==> src/rtl/riscv_lsu.sv <==
// rtl/riscv_lsu.sv - RV32I load/store unit with posted in-order store buffer
module riscv_lsu #(
    parameter int SB_DEPTH      = 4,
    parameter int XLEN          = 32,
    parameter int DMEM_ADDR_BIT = 12
) (
    input  logic                       i_clk,
    input  logic                       i_rstn,
    input  logic                       i_req_valid,
    output logic                       o_req_ready,
    input  logic                       i_req_we,
    input  logic [2:0]                 i_req_funct3,
    input  logic [XLEN-1:0]            i_req_addr,
    input  logic [XLEN-1:0]            i_req_wdata,
    output logic                       o_rsp_valid,
    output logic [XLEN-1:0]            o_rsp_rdata,
    output logic                       o_rsp_err,
    output logic                       o_sb_empty,
    output logic [XLEN-1:0]            o_dmem_data,
    input  logic [XLEN-1:0]            i_dmem_data,
    output logic [DMEM_ADDR_BIT-3:0]   o_dmem_addr,
    output logic [XLEN/8-1:0]          o_dmem_byte_sel,
    output logic                       o_dmem_wr_en
);

    localparam int NB = XLEN / 8;
    localparam int PW = $clog2(SB_DEPTH);
    localparam int WA = DMEM_ADDR_BIT - 2;

    // Store buffer storage: ring of {word address, byte mask, lane-aligned data}
    logic [WA-1:0]       sb_addr [SB_DEPTH];
    logic [NB-1:0]       sb_mask [SB_DEPTH];
    logic [XLEN-1:0]     sb_data [SB_DEPTH];
    logic [SB_DEPTH-1:0] sb_vld;
    logic [PW-1:0]       rd_ptr;
    logic [PW-1:0]       wr_ptr;
    logic [PW:0]         count;

    logic            req_err;
    logic [1:0]      byte_off;
    logic [WA-1:0]   req_waddr;
    logic            hazard;
    logic            full;
    logic            accept;
    logic            push;
    logic            load;
    logic            drain;
    logic [NB-1:0]   st_mask_base;
    logic [NB-1:0]   st_mask;
    logic [XLEN-1:0] st_data;
    logic [XLEN-1:0] lane;
    logic [XLEN-1:0] ld_ext;
    logic            unused_addr_bits;

    assign byte_off         = i_req_addr[1:0];
    assign req_waddr        = i_req_addr[DMEM_ADDR_BIT-1:2];
    assign unused_addr_bits = ^i_req_addr[XLEN-1:DMEM_ADDR_BIT];

    // Legality check: alignment per access size, and funct3 codes valid for the direction
    always_comb begin
        req_err = 1'b0;
        case (i_req_funct3)
            3'b000:  req_err = 1'b0;
            3'b100:  req_err = i_req_we;
            3'b001:  req_err = i_req_addr[0];
            3'b101:  req_err = i_req_we | i_req_addr[0];
            3'b010:  req_err = |i_req_addr[1:0];
            default: req_err = 1'b1;
        endcase
    end

    // Word-granular hazard: a load waits while any buffered store targets its word
    always_comb begin
        hazard = 1'b0;
        for (int i = 0; i < SB_DEPTH; i++) begin
            if (sb_vld[i] && (sb_addr[i] == req_waddr)) begin
                hazard = 1'b1;
            end
        end
    end

    assign full       = (count == (PW+1)'(SB_DEPTH));
    assign o_sb_empty = (count == '0);

    // Request acceptance: errors always go through, stores need space, loads need no hazard
    always_comb begin
        o_req_ready = 1'b0;
        if (i_rstn) begin
            if (req_err) begin
                o_req_ready = 1'b1;
            end else if (i_req_we) begin
                o_req_ready = !full;
            end else begin
                o_req_ready = !hazard;
            end
        end
    end

    assign accept = i_req_valid & o_req_ready;
    assign push   = accept & i_req_we & !req_err;
    assign load   = accept & !i_req_we & !req_err;
    assign drain  = i_rstn & !accept & !o_sb_empty;

    // Store formatting: size mask and data moved onto the addressed byte lanes
    always_comb begin
        st_mask_base = '1;
        case (i_req_funct3[1:0])
            2'b00:   st_mask_base = NB'(1);
            2'b01:   st_mask_base = NB'(3);
            default: st_mask_base = '1;
        endcase
        st_mask = st_mask_base << byte_off;
        st_data = i_req_wdata << {byte_off, 3'b000};
    end

    // Load formatting: pick the addressed lane and extend to XLEN
    always_comb begin
        lane   = i_dmem_data >> {byte_off, 3'b000};
        ld_ext = lane;
        case (i_req_funct3)
            3'b000:  ld_ext = {{(XLEN-8){lane[7]}}, lane[7:0]};
            3'b001:  ld_ext = {{(XLEN-16){lane[15]}}, lane[15:0]};
            3'b100:  ld_ext = {{(XLEN-8){1'b0}}, lane[7:0]};
            3'b101:  ld_ext = {{(XLEN-16){1'b0}}, lane[15:0]};
            default: ld_ext = lane;
        endcase
    end

    // Data memory port: a load read takes priority, otherwise drain the head store
    always_comb begin
        o_dmem_wr_en    = 1'b0;
        o_dmem_addr     = '0;
        o_dmem_byte_sel = '0;
        o_dmem_data     = '0;
        if (load) begin
            o_dmem_addr     = req_waddr;
            o_dmem_byte_sel = '1;
        end else if (drain) begin
            o_dmem_wr_en    = 1'b1;
            o_dmem_addr     = sb_addr[rd_ptr];
            o_dmem_byte_sel = sb_mask[rd_ptr];
            o_dmem_data     = sb_data[rd_ptr];
        end
    end

    // Store buffer pointers, occupancy and per-entry valid bits
    always_ff @(posedge i_clk) begin
        if (!i_rstn) begin
            rd_ptr <= '0;
            wr_ptr <= '0;
            count  <= '0;
            sb_vld <= '0;
        end else if (push) begin
            sb_vld[wr_ptr] <= 1'b1;
            wr_ptr         <= wr_ptr + 1'b1;
            count          <= count + 1'b1;
        end else if (drain) begin
            sb_vld[rd_ptr] <= 1'b0;
            rd_ptr         <= rd_ptr + 1'b1;
            count          <= count - 1'b1;
        end
    end

    // Store buffer payload; contents are only meaningful where sb_vld is set
    always_ff @(posedge i_clk) begin
        if (push) begin
            sb_addr[wr_ptr] <= req_waddr;
            sb_mask[wr_ptr] <= st_mask;
            sb_data[wr_ptr] <= st_data;
        end
    end

    // Response register: one-cycle pulse for every accepted request
    always_ff @(posedge i_clk) begin
        if (!i_rstn) begin
            o_rsp_valid <= 1'b0;
            o_rsp_err   <= 1'b0;
            o_rsp_rdata <= '0;
        end else begin
            o_rsp_valid <= accept;
            o_rsp_err   <= accept & req_err;
            o_rsp_rdata <= load ? ld_ext : '0;
        end
    end

endmodule

==> config.mk <==
export PLATFORM = sky130hd
export DESIGN_NAME = riscv_lsu
export DESIGN_NICKNAME = d
export VERILOG_FILES = /design/src/rtl/riscv_lsu.sv
export SDC_FILE = /design/constraint.sdc
export NUM_CORES = 1
export LEC_CHECK = 0
export CORE_ASPECT_RATIO = 0.5
export CORE_MARGIN = 1
export CORE_UTILIZATION = 44
export CTS_CLUSTER_SIZE = 10
export DETAILED_ROUTE_END_ITERATION = 16
export PLACE_DENSITY = 0.68
export SLEW_MARGIN = 20
export SYNTH_ARGS = -nofsm -noshare
export SYNTH_HDL_FRONTEND = slang
export SYNTH_SLANG_ARGS = --single-unit
export TNS_END_PERCENT = 20
==> constraint.sdc <==
create_clock -name i_clk -period 4 [get_ports i_clk]
set_input_delay 0.8 -clock i_clk [delete_from_list [all_inputs] [get_ports i_clk]]
set_output_delay 0.8 -clock i_clk [all_outputs]
set_load 0.02 [all_outputs]
==> results.toml <==
[timing]
hold_viol = 0
worst_slew_pin_slew_ns = 0.765
rsz0062_at_grt = "true"
max_freq_mhz = 254
setup_viol = 0
fin_skew_ns = 0.0151
holdWs_ns = 0.524
min_period_ns = 3.94
finalCritPeriodShare = 0.986
drv_slew = 0
setup_ws_ns = 0.0561
slew_headroom = 0.488

[pwr]
netSwitchingFraction = 0.275
p_sw_mw = 1.75
p_seq_frac = 0.426
clkPwrFrac = 0.347
leakagePower_nw = 4.86
ir_drop_uv = 315
powerDensity_mw_per_mm2 = 464
p_comb_frac = 0.227
power.total_mw = 6.37
internal_power_mw = 4.62

[detailed_routing]
first_pass_iters = 5
vias_per_cell = 5.40
routed_wl_mm = 25.9
wire_per_inst_um = 20.4
drc_errors = 0
drtAntennaViolNets = 0
drt_iter0_markers = 494
vias = 6874

[synth]
synth.avg_cell_area_um2 = 14.2
yosys_warnings = 0
synth_nets = 857
synth_edf_count = 184
ys_ff_latch = 231
synthCells = 745
synthesis.area_mm2 = 0.0106
ys_seq_area_frac = 0.609
synth_cell_types = 53
synth_ff_type = "edfxtp_1"
synthArstFlopShare = 0

[run_status]
outcome = "finished, final reports clean"

[finish]
areaGrowthSynthToFinish_pct = 29.5
drive_gt1_frac = 0.215
diodes = 0
final_nets = 1057

[placement]
dp_hpwl_mm = 17.3
dp_slack_ns = -0.383
gp_congestion = 0.833
io_buffers = 165

[die]
die_area_mm2 = 0.0248
start_util = 0.457
rows = 39
die_h_um = 112
core_area_mm2 = 0.0232
io_pins = 186
dieWidth_um = 222

[critical_path]
cp_max_fo = 8
worstPathArrival_ns = 3.14
critPathSlowestCell = "o41a_4"
end_kind = "output port"
worst_setup_path_start_kind = "input pin"
cpPeakStageDelay_ns = 0.50
r2r_start = "count[0]"
rr_worst_depth = 9
path_class = "in2out"
reg2reg_slack_ns = 1.71
worstPathRequired_ns = 3.20
r2r-end = "count[2]"
crit_end = "o_dmem_data[14]"
path_cells = "clkdlybuf4s50_1 > buf_6 > xnor2_1 > nand4_1 > nor3_4 > o41a_4 > o21ai_4 > inv_4 > buf_4 > and2_1 > dlygate4sd2_1"
crit_start = "i_req_addr[6]"

[clocking]
cts_setup_buffers = 0
cts_max_level = 1
clock_path_buffers = 3
clkSlewWorstSetupHoldPaths_ns = 0.06
cts.sinks = 231
cts_made_buffers = 27
clock_latency_ns = 0.55
cts_tree = "done"
root_buffer = "clkbuf_16"

[grt]
grt_max_degree = 51
grt_pass1_vias = 7024
antenna_found_initial = 0
grt_use_total = 0.214
grt_overflow_total = 0
grt_pass1_wl_mm = 40.5

[run]
drv_cap = 0

[hold_path]
worstHoldPathType = "reg2reg"
routing by layer:
metal  track usage  up-vias  part of all wire
met5             0        -                 0
met4        0.0579        0             0.025
met3        0.0420       52             0.053
met2         0.355      199              0.48
met1         0.289     3424              0.44
li1              -     3199                 -
layout by cell type, fill, tap and decap left out, types with 5 or more instances in the layout:
cell type        count
ha_1                 8
nor3_1               5
mux2i_1             47
dfxtp_1             45
mux4_2              46
clkbuf_1            21
o21ai_0             24
nor3_2               5
nand2_1             68
dlygate4sd2_1       18
nor2_1              27
a21oi_2              5
a211oi_1            15
xnor2_1             28
clkdlybuf4s50_1    108
nand4_1             17
buf_4               53
clkbuf_16           27
mux2_2               9
a21oi_1             36
nand3_1              8
nor2b_1             10
xnor2_2             13
edfxtp_1           184
and2_1              35
buf_12               8
inv_1               11
clkbuf_2             8
clkdlybuf4s15_1     22
and2_4               5
worst max-delay path: cells and delay by family:
family / cells / cell delay, ns
AO/OA/AOI/OAI: 2 / 0.67
XOR/XNOR: 1 / 0.10
buffers and inverters: 5 / 1.18
AND/OR/NAND/NOR: 3 / 0.38
power by group through the flow:
stage	Combinational, mW	Sequential [mW]	Clock [mW]
after CTS	1.45	2.72	2.25
after global placement	1.50	2.76	0
after global routing	1.56	2.72	2.34
final	1.45	2.71	2.21
after floorplan	0.938	2.72	0
after detailed placement	1.51	2.77	0
cell usage after synthesis, types with 9 or more instances:
cell,count,share of area
edfxtp_1,184,0.52
nand2_1,68,0.024
mux2i_1,48,0.045
dfxtp_1,47,0.089
mux4_2,46,0.098
xnor2_1,41,0.034
and2_1,39,0.023
a21oi_1,36,0.017
nor2_1,27,0.0095
o21ai_0,24,0.011
clkbuf_1,21,0.0074
nand4_1,17,0.010
a211oi_1,15,0.011
inv_1,11,0.0039
buf_2,10,0.0047
nor2b_1,10,0.0059
buf_6,9,0.0095
mux2_2,9,0.0095
nor3_1,9,0.0042
through the flow:
step | cells | utilization | instance area, um2 | TNS (ns)
floorplan | 745 | - | 10600 | 0
global placement | 1223 | 0.554 | 12900 | -13.10
detailed placement | 1223 | 0.554 | 12900 | -14.21
CTS | 1273 | 0.589 | 13700 | -0.344
global route | 1273 | 0.592 | 13700 | -0.0430
finish | 1273 | 0.592 | 13700 | 0
repair_timing:
action                                  CTS  global route
gates resized for setup                  62            53
pin swaps                                 1             1
endpoints found under the setup margin   45            43
hold buffers                              0             0
sequential cells by signal, indices dropped and copies added, names as in the netlist, named ones only:
signal,count
sb_data,128
rd_ptr,2
o_rsp_err,1
o_rsp_valid,1
count,3
sb_mask,16
sb_addr,40
wr_ptr,2
sb_vld,4
o_rsp_rdata,32
worst min path at each step:
| stage | start | to | cells after the start |
|---|---|---|---|
| after floorplan | rd_ptr[1] | flop | 2 |
| after detailed placement | rd_ptr[1] | flop | 2 |
| final | rd_ptr[0] | rd_ptr[0] | 2 |
| after global placement | rd_ptr[1] | flop | 2 |
| after CTS | rd_ptr[1] | flop | 2 |
| after global routing | count[1] | count[1] | 2 |
kinds of logic after synthesis:
kind of cell    synth area share
compound gates            0.0612
xor+xnor                  0.0338
fa+ha+maj                 0.0113
buf+inv                   0.0355
flops                      0.609
mux                        0.152
simple gates              0.0965
cell type report:
| cell class | instances | area (um2) |
|---|---|---|
| clock buffer | 48 | 754 |
| clock inverter | 2 | 28.8 |
| fill | 1851 | 9480 |
| inverter | 13 | 51.3 |
| multi-input combinational | 447 | 3910 |
| sequential | 231 | 6470 |
| tap | 307 | 384 |
| timing repair buffer | 225 | 2140 |
No activity file was read; power rests on OpenSTA's default activity.
